===== config.mk =====
export PLATFORM = sky130hd
export DESIGN_NAME = dma_priority_arbiter
export DESIGN_NICKNAME = d
export VERILOG_FILES = /design/src/rtl/dma_arbiter_pkg.sv /design/src/rtl/dma_priority_resolver.sv /design/src/rtl/dma_priority_arbiter.sv
export SDC_FILE = /design/constraint.sdc
export NUM_CORES = 1
export LEC_CHECK = 0
export ABC_AREA = 1
export ABC_CLOCK_PERIOD_IN_PS = 1800
export BUFFER_PORTS_ARGS = -buffer_cell sky130_fd_sc_hd__buf_2
export CORE_UTILIZATION = 44
export DETAILED_ROUTE_END_ITERATION = 7
export PLACE_DENSITY_LB_ADDON = 0.2
export SLEW_MARGIN = 20
export SYNTH_ARGS = -nofsm -noshare
export SYNTH_HDL_FRONTEND = slang
export SYNTH_SLANG_ARGS = --single-unit

===== constraint.sdc =====
create_clock -name CLK -period 1.8 [get_ports CLK]
set_input_delay 0.18 -clock CLK [delete_from_list [all_inputs] [get_ports CLK]]
set_output_delay 0.18 -clock CLK [all_outputs]
set_load 0.005 [all_outputs]

===== src/rtl/dma_arbiter_pkg.sv =====
// Shared types and constants for the 4-channel DMA priority arbiter.
package dma_arbiter_pkg;

   localparam int NumChannels = 4;

   // Per-channel ModeSelect encodings.
   localparam logic [1:0] DEMAND  = 2'b00;
   localparam logic [1:0] SINGLE  = 2'b01;
   localparam logic [1:0] BLOCK   = 2'b10;
   localparam logic [1:0] CASCADE = 2'b11;

   typedef enum logic [1:0] {
      IDLE    = 2'd0,
      REQUEST = 2'd1,
      SERVICE = 2'd2
   } arb_state_e;

endpackage


===== src/rtl/dma_priority_resolver.sv =====
// Combinational priority encoder: highest priority is channel `ptr`, then
// ptr+1, ... wrapping mod 4. Fixed priority is simply ptr = 0.
module dma_priority_resolver
   import dma_arbiter_pkg::*;
(
   input  logic [NumChannels-1:0] pend,
   input  logic [1:0]             ptr,
   output logic [1:0]             winner,
   output logic                   valid
);

   logic [1:0] idx;

   // Scan lowest to highest priority so the highest pending channel is written last.
   always_comb begin
      winner = 2'd0;
      valid  = 1'b0;
      idx    = 2'd0;
      for (int k = NumChannels - 1; k >= 0; k--) begin
         idx = ptr + 2'(k);
         if (pend[idx]) begin
            winner = idx;
            valid  = 1'b1;
         end
      end
   end

endmodule


===== src/rtl/dma_priority_arbiter.sv =====
// Per-request service arbiter for the 4-channel DMA controller.
//
// state   | meaning
// --------+----------------------------------------------------------
// IDLE    | no hold requested; waiting for a qualified request
// REQUEST | HRQ raised, waiting for HLDA; winner picked when it arrives
// SERVICE | DACK driven for ActiveChannel until its mode releases it
module dma_priority_arbiter
   import dma_arbiter_pkg::*;
(
   input  logic                     CLK,
   input  logic                     RESET_N,
   input  logic [NumChannels-1:0]   DREQ,
   input  logic [NumChannels-1:0]   SoftwareRequest,
   input  logic [NumChannels-1:0]   ChannelMask,
   input  logic [2*NumChannels-1:0] ChannelMode,
   input  logic                     ControllerDisable,
   input  logic                     RotatingPriority,
   input  logic                     DREQSenseLow,
   input  logic                     DACKSenseHigh,
   input  logic                     HLDA,
   input  logic                     TransferDone,
   input  logic                     TerminalCount,
   output logic                     HRQ,
   output logic [NumChannels-1:0]   DACK,
   output logic [1:0]               ActiveChannel,
   output logic                     ChannelActive,
   output logic [NumChannels-1:0]   PendingRequest
);

   arb_state_e             state_q, state_d;
   logic [NumChannels-1:0] pend_q, pend_d;
   logic                   hrq_q, hrq_d;
   logic [1:0]             act_ch_q, act_ch_d;
   logic                   act_en_q, act_en_d;
   logic [1:0]             ptr_q, ptr_d;
   logic                   rot_q, rot_d;

   logic [1:0]             res_ptr;
   logic [1:0]             win_ch;
   logic                   win_vld;
   logic [1:0]             act_mode;
   logic                   release_now;
   logic [NumChannels-1:0] ack;

   assign pend_d   = ((DREQ ^ {NumChannels{DREQSenseLow}}) & ~ChannelMask) | SoftwareRequest;
   assign rot_d    = RotatingPriority;
   assign res_ptr  = RotatingPriority ? ptr_q : 2'd0;
   assign act_mode = ChannelMode[{act_ch_q, 1'b0} +: 2];

   dma_priority_resolver u_resolver (
      .pend   (pend_q),
      .ptr    (res_ptr),
      .winner (win_ch),
      .valid  (win_vld)
   );

   // Release condition for the channel in service, by its transfer mode.
   always_comb begin
      release_now = 1'b0;
      case (act_mode)
         SINGLE:  release_now = TransferDone;
         BLOCK:   release_now = TransferDone & TerminalCount;
         DEMAND:  release_now = (TransferDone & TerminalCount) | ~pend_q[act_ch_q];
         CASCADE: release_now = ~pend_q[act_ch_q];
         default: release_now = 1'b0;
      endcase
   end

   // Next-state, hold request, grant and rotation pointer.
   always_comb begin
      state_d  = state_q;
      hrq_d    = hrq_q;
      act_ch_d = act_ch_q;
      act_en_d = act_en_q;
      ptr_d    = ptr_q;
      case (state_q)
         IDLE: begin
            if ((|pend_q) && !ControllerDisable) begin
               hrq_d   = 1'b1;
               state_d = REQUEST;
            end
         end
         REQUEST: begin
            if (ControllerDisable || !win_vld) begin
               hrq_d   = 1'b0;
               state_d = IDLE;
            end else if (HLDA) begin
               act_ch_d = win_ch;
               act_en_d = 1'b1;
               state_d  = SERVICE;
            end
         end
         SERVICE: begin
            // Losing HLDA is an abort, so the pointer is left alone.
            if (!HLDA) begin
               hrq_d    = 1'b0;
               act_en_d = 1'b0;
               state_d  = IDLE;
            end else if (release_now) begin
               hrq_d    = 1'b0;
               act_en_d = 1'b0;
               state_d  = IDLE;
               if (RotatingPriority) ptr_d = act_ch_q + 2'd1;
            end
         end
         default: begin
            hrq_d    = 1'b0;
            act_en_d = 1'b0;
            state_d  = IDLE;
         end
      endcase
      if (rot_q && !RotatingPriority) ptr_d = 2'd0;
   end

   // State and request registers.
   always_ff @(posedge CLK or negedge RESET_N) begin
      if (!RESET_N) begin
         state_q  <= IDLE;
         pend_q   <= '0;
         hrq_q    <= 1'b0;
         act_ch_q <= 2'd0;
         act_en_q <= 1'b0;
         ptr_q    <= 2'd0;
         rot_q    <= 1'b0;
      end else begin
         state_q  <= state_d;
         pend_q   <= pend_d;
         hrq_q    <= hrq_d;
         act_ch_q <= act_ch_d;
         act_en_q <= act_en_d;
         ptr_q    <= ptr_d;
         rot_q    <= rot_d;
      end
   end

   assign ack            = act_en_q ? (4'b0001 << act_ch_q) : 4'b0000;
   assign DACK           = DACKSenseHigh ? ack : ~ack;
   assign HRQ            = hrq_q;
   assign ActiveChannel  = act_ch_q;
   assign ChannelActive  = act_en_q;
   assign PendingRequest = pend_q;

endmodule


==> impl_summary.txt, run 1 <==
----------------------------------------------------
[Outcome]
  Status ... finished clean

[Route]
  Starting DRT DRC Count ... 15
  Mean routed wirelength per cell ... 10.74 µm
  Wirelength, routed ... about 2.6 mm
  Met1 wire length ... between 1 and 1.5 mm
  Metal2 WL ... ~1.2 mm
  Antenna-violating nets left ... 0
  Amount of wire on met3 after detailed routing ... ~180 µm
  Highest routing layer actually used ... met4
  Drt pass-1 iters ... 4
  Via count ... about 1,200
  Via/cell ratio ... 4.856
  Remaining routing DRC violations ... 0

[Power]
  Largest vdd supply drop ... around 0.61 mV
  Power Dens Cells ... ~1000 nW/µm²
  Standby leakage power ... about 0.8 nW

[Worst setup path]
  Launch point of the worst path ... ActiveChannel[0]
  Max Fanout on Critical Path ... 9
  Critical path launch point type ... register
  Terminus of the critical flop-to-flop path ... ptr_q[1]
  R2r setup slk ... 0.28 ns
  Critical-path top delay cell ... sky130_fd_sc_hd__dfrtp_2
  Worst r2r src ... ActiveChannel[0]
  Signal arrival time at the worst endpoint ... 1.47 ns
  Endpoint required time on the critical path ... approximately 1.6 ns
  Worst setup EP type ... primary output
  Worst Reg-to-Reg Cells ... 11
  Slowest stage delay, CP ... around 0.46 ns
  Crit Path Class ... reg -> out
  Cells along the critical path ... buf_4 > ha_1 > nand2_1 > xor2_1 > buf_2
  Critical path capture point ... DACK[1]

[Floorplanning]
  IO Count ... between 40 and 50
  Die Span Y ... roughly 53 µm
  CORE AREA ... approximately 2500 µm²
  Cell row count ... 18
  Chip Width ... around 53 µm
  Initial core utilization ... 0.4638
  Die Area ... ~2800 µm²

[Final layout]
  Layout Nets ... ~250
  Antenna Diode Count ... 0
  Non-filler cells, final ... approximately 240
  Top library cells by usage in the layout, fill and taps aside ... 66 x sky130_fd_sc_hd__nand2_1, 40 x sky130_fd_sc_hd__buf_2, 16 x sky130_fd_sc_hd__inv_1
  Register area ... 327.8 µm²
  Fraction of layout instances using a drive strength above 1 ... 0.3380
  Area delta synth->final ... 23.63%
  Area used by multi-input combinational logic ... slightly above 700 µm²
  FILL cells ... around 250
  Most common library cell in the layout ignoring fill and taps ... sky130_fd_sc_hd__nand2_1

[Clock network]
  Clock-pin slew on the worst setup and hold paths ... about 0.09 ns
  TritonCTS clock tree ... done
  TritonCTS Sinks ... 13
  TritonCTS Buffers ... 3
  Clk_lat worst skew ... around 0.3 ns
  Maximum clock path buffer count ... 2
  Master cell of the clock root buffer ... sky130_fd_sc_hd__clkbuf_4
  H-tree level count ... 1

[Timing]
  RSZ-0062 raised after global routing ... false
  Final Slew Violations ... 0
  Max Fclk ... 604.7 MHz
  Hold Fails Final Rpt ... 0
  Post-layout minimum cycle time ... about 1.7 ns
  Final worst-path setup slack ... about 0.15 ns
  Setup Skew ... ~0.0076 ns
  Accumulated negative setup slack ... 0 ns
  Relative slew slack ... 0.7880
  Final setup violation count ... 0
  Transition time at the pin with the least slew margin ... about 0.32 ns
  Final critical-path share of the clock period ... 0.9188

[Synth]
  Area of the mapped netlist ... roughly 1100 µm²
  Post-Syn Instances ... around 170
  Mean instance size in the synthesized netlist ... between 6 and 7 µm²
  Count of synthesis-stage warnings from yosys ... 0
  Synthesized Nets ... just over 200
  Count of state elements after synthesis ... 13
  Share of synthesized area occupied by flip-flops and latches ... 0.2857
  Distinct cell type count of the synthesized netlist ... 28

[Flow run]
  MaxCap Viol Count ... 0

[GRT]
  Total global routing overflow ... 0
  Number of global-route vias before repair ... 1,069
  GRT Overall Usage ... 0.2064
  Initial antenna violation count ... 0
  Wire length of the first global-routing pass ... just over 4 mm
  Largest net degree at the start of global routing ... 14

[Placed design]
  Total placed cells including tap cells ... ~240
  Final HPWL from detailed placement ... 2.077 mm
  GPL Wtd Cong ... between 0.7 and 0.8
  Worst setup slack after placement ... between 0.2 and 0.3 ns
  Port Buffer Count ... 40

[Worst hold path]
  Worst min-delay path category ... in -> reg

----------------------------------------------------
[registers in the layout, summed over array words and instances, names as in the netlist]
register        cells
ActiveChannel       2
ChannelActive       1
HRQ                 1
PendingRequest      4
ptr_q               2
rot_q               1
state_q             2
[cells in the mapped netlist (all sizes together)]
master | number | area, µm²
xor2 | 4 | 35.03
a21oi | 4 | 23.77
nand2 | 78 | 327.8
nand3 | 13 | 75.07
a31oi | 1 | 12.51
nor3b | 1 | 7.510
nor3 | 1 | 5.000
nor2 | 7 | 31.28
dfrtp | 13 | 325.3
clkbuf | 1 | 3.750
ha | 4 | 50.05
nor4 | 1 | 21.27
inv | 21 | 78.83
clkinv | 1 | 5.000
buf | 1 | 11.26
xnor2 | 4 | 35.03
nand4 | 2 | 18.77
o21ai | 7 | 35.03
and2 | 1 | 6.260
o21bai | 4 | 30.03
[worst min-delay path by stage]
stage,startpoint,to,slack [ns],cells after the start
floorplan,RESET_N,ActiveChannel[0],-0.12,0
global placement,RESET_N,HRQ,0.09,1
detailed placement,RESET_N,PendingRequest[3],0.09,1
CTS,ChannelMask[2],PendingRequest[2],0.05,2
global route,ChannelMask[2],PendingRequest[2],0.07,2
finish,ChannelMask[2],PendingRequest[2],0.05,2
[layer usage]
metal	track usage	up-vias
li1	-	616
met1	0.2248	518
met2	0.3797	43
met3	0.04885	3
met4	0.07895	0
met5	0	-
[cell type report]
class,instances,share of cell area
sequential,13,0.2329
clock buffer,4,0.01867
inverter,22,0.05956
tap,30,0.02667
multi-input combinational,132,0.5076
timing repair buffer,42,0.1547
[where the power goes]
| group | total, mW | internal, mW | switching, mW | leakage, nW |
|---|---|---|---|---|
| sequential | 0.453 | 0.357 | 0.0962 | 0.156 |
| clock | 0.198 | 0.0865 | 0.111 | 0.0150 |
| combinational | 0.739 | 0.305 | 0.434 | 0.653 |
| total | 1.39 | 0.748 | 0.641 | 0.824 |
[kinds of logic (layout without fill, tap and decap cells)]
logic type	after synthesis	in the layout	share of synthesized area
flops	13	13	0.2857
simple gates	104	104	0.4330
fa+ha+maj	4	4	0.04396
buf+inv	24	68	0.08681
compound gates	16	16	0.08900
xor+xnor	8	8	0.06153
[critical path, delay by kind of cell (launching register included)]
kind,cells,cell delay (ns)
simple gates,1,0.07
xor+xnor,1,0.13
fa+ha+maj,1,0.20
flops,1,0.46
buf+inv,2,0.31
[repair_timing]
item | 4_1_cts | 5_1_grt
hold buffers | 1 | 0
hold endpoints to repair | 13 | 0
gates resized for setup | 0 | 2
buffers inserted | 0 | 0
setup endpoints to repair | 0 | 1
[per-stage QoR]
stage / hold slack, ns / cell area, µm² / power, mW / util
2_1_floorplan: -0.1156 / 1139 / 0.9712 / -
3_3_place_gp: 0.08631 / 1369 / 1.171 / 0.5576
3_5_place_dp: 0.08837 / 1369 / 1.191 / 0.5576
4_1_cts: 0.04762 / 1405 / 1.392 / 0.5724
5_1_grt: 0.06517 / 1408 / 1.528 / 0.5734
6_report: 0.04703 / 1408 / 1.390 / 0.5734
Note: power is estimated with default switching activity, not from simulation.
==> run 2: changes to the inputs <==
BUFFER_PORTS_ARGS = unset   (was -buffer_cell sky130_fd_sc_hd__buf_2)
DONT_BUFFER_PORTS = 1   (was unset)
==> run 2 against run 1 <==
Critical path depth down 1. Core utilization down 5.5 points. Wire length down 8.9%. Cell count down 14%. Via count down 11%. Hold slack worse by 0.033 ns. Die area unchanged. Sequential share of layout area up 2.3 points. Non-clock buffer count down 33. Worst setup slack better by 0.011 ns. Total power down 7.0%. Critical path type unchanged. Critical endpoint is now DACK[0]. Largest cell class unchanged. Largest power group unchanged. Highest routed layer unchanged.
==> impl_summary.txt, run 2 (synthesis gave the netlist of run 1 again) <==
----------------------------------------------------
[Final layout]
  Final core utilization ... 0.5183
  Area used by multi-input combinational logic ... between 700 and 800 µm²
  Area delta synth->final ... 11.76%
  Antenna Diode Count ... 0
  Non-filler cells, final ... between 200 and 250
  Most common library cell in the layout ignoring fill and taps ... sky130_fd_sc_hd__nand2_1
  Fraction of layout instances using a drive strength above 1 ... 0.1722
  FILL cells ... ~260
  Post-route design area ... roughly 1300 µm²
  Layout Nets ... ~210
  Max FFs per register ... 4
  Top library cells by usage in the layout, fill and taps aside ... 66 x sky130_fd_sc_hd__nand2_1, 16 x sky130_fd_sc_hd__inv_1, 13 x sky130_fd_sc_hd__dfrtp_1
  Register area ... roughly 330 µm²

[Timing]
  Transition time at the pin with the least slew margin ... ~0.57 ns
  Hold Fails Final Rpt ... 0
  Relative slew slack ... 0.6201
  Max Fclk ... approximately 610 MHz
  RSZ-0062 raised after global routing ... false
  Final worst-path setup slack ... roughly 0.16 ns
  Final setup violation count ... 0
  Post-layout minimum cycle time ... approximately 1.6 ns
  Accumulated negative setup slack ... 0 ns
  Final critical-path share of the clock period ... 0.9129
  Setup Skew ... ~0.0096 ns
  Final Slew Violations ... 0
  Smallest hold slack ... roughly 0.014 ns

[Power]
  Final Total Pwr ... approximately 1.3 mW
  Standby leakage power ... 0.6991 nW
  Power Dens Cells ... just over 1000 nW/µm²
  Largest vdd supply drop ... 0.6999 mV

[GRT]
  Number of global-route vias before repair ... ~1,000
  Initial antenna violation count ... 0
  Total global routing overflow ... 0
  Largest net degree at the start of global routing ... 14
  GRT Overall Usage ... 0.1900
  Wire length of the first global-routing pass ... approximately 4 mm

[Outcome]
  Status ... finished clean

[Route]
  Starting DRT DRC Count ... 14
  Drt pass-1 iters ... 4
  Antenna-violating nets left ... 0
  Mean routed wirelength per cell ... 11.33 µm
  Remaining routing DRC violations ... 0
  Via count ... between 1,000 and 1,500
  Wirelength, routed ... around 2.4 mm
  Via/cell ratio ... approximately 5.0

[Clock network]
  Clk_lat worst skew ... approximately 0.28 ns
  Clock-pin slew on the worst setup and hold paths ... approximately 0.08 ns
  TritonCTS clock tree ... done
  Master cell of the clock root buffer ... sky130_fd_sc_hd__clkbuf_4
  TritonCTS Sinks ... 13
  Gates resized, CTS repair ... 0
  H-tree level count ... 1
  TritonCTS Buffers ... 3
  Maximum clock path buffer count ... 2

[Placed design]
  Total placed cells including tap cells ... 199
  GPL Wtd Cong ... slightly above 0.8
  Final HPWL from detailed placement ... just under 2 mm
  Port Buffer Count ... 0
  Placed Instance Area ... approximately 1200 µm²
  Worst setup slack after placement ... 0.3090 ns

[Flow run]
  MaxCap Viol Count ... 0

[Worst hold path]
  Worst min-delay path category ... in -> reg

[Floorplanning]
  Die Area ... 2795 µm²
  Die Span Y ... approximately 53 µm
  Initial core utilization ... 0.4638
  CORE AREA ... about 2500 µm²
  Cell row count ... 18
  IO Count ... 41
  Chip Width ... ~53 µm

[Worst setup path]
  Worst setup EP type ... primary output
  Signal arrival time at the worst endpoint ... 1.46 ns
  Critical path launch point type ... register
  Max Fanout on Critical Path ... 9
  Crit Path Class ... reg -> out
  Endpoint required time on the critical path ... between 1.5 and 2 ns

----------------------------------------------------
run 2: cell types whose count changed in the layout (fill, tap and decap cells not counted), sizes merged:
| cell | change |
|---|---|
| buf | -39 |
| dlygate4sd3 | +6 |
run 2: worst max-delay path, cell delays in order (launching register included):
cell and delay [ns]:
sky130_fd_sc_hd__dfrtp_1 0.55, sky130_fd_sc_hd__inv_2 0.16, sky130_fd_sc_hd__ha_1 0.22, sky130_fd_sc_hd__nand2_1 0.08, sky130_fd_sc_hd__xor2_1 0.18
run 2: power by group:
group          switching [mW]  internal (mW)  total, mW
registers               0.107          0.352      0.459
logic                   0.389          0.255      0.644
clock network           0.103         0.0860      0.189
run 2: layer usage:
metal  routed length (µm)  global-route usage
met1                 1030              0.2191
met2                 1125              0.3397
met3                  204             0.05172
met4                   19             0.05263
met5                    0                   0
run 2: final cells by class:
cell class	count	share of cell area
Clock buffer	4	0.02065
Sequential cell	13	0.2557
Inverter	22	0.06588
Multi-Input combinational cell	132	0.5615
Timing Repair Buffer	9	0.06686
Tap cell	30	0.02950
run 2: repair_timing:
action / 4_1_cts / 5_1_grt
hold endpoints to repair: 19 / 0
hold buffers: 7 / 0
buffers inserted: 0 / 0
run 2: final timing paths:
kind,end,from,cells after the start,slack [ns]
worst max-delay path,DACK[0],ActiveChannel[1],4,0.16
worst min-delay path,PendingRequest[2],SoftwareRequest[2],1,0.01
worst max register to register,ptr_q[1],ActiveChannel[0],12,0.29
worst min register to register,HRQ,HRQ,2,0.52
max in group asynchronous,PendingRequest[1],RESET_N,1,1.10
min in group asynchronous,state_q[0],RESET_N,1,0.32
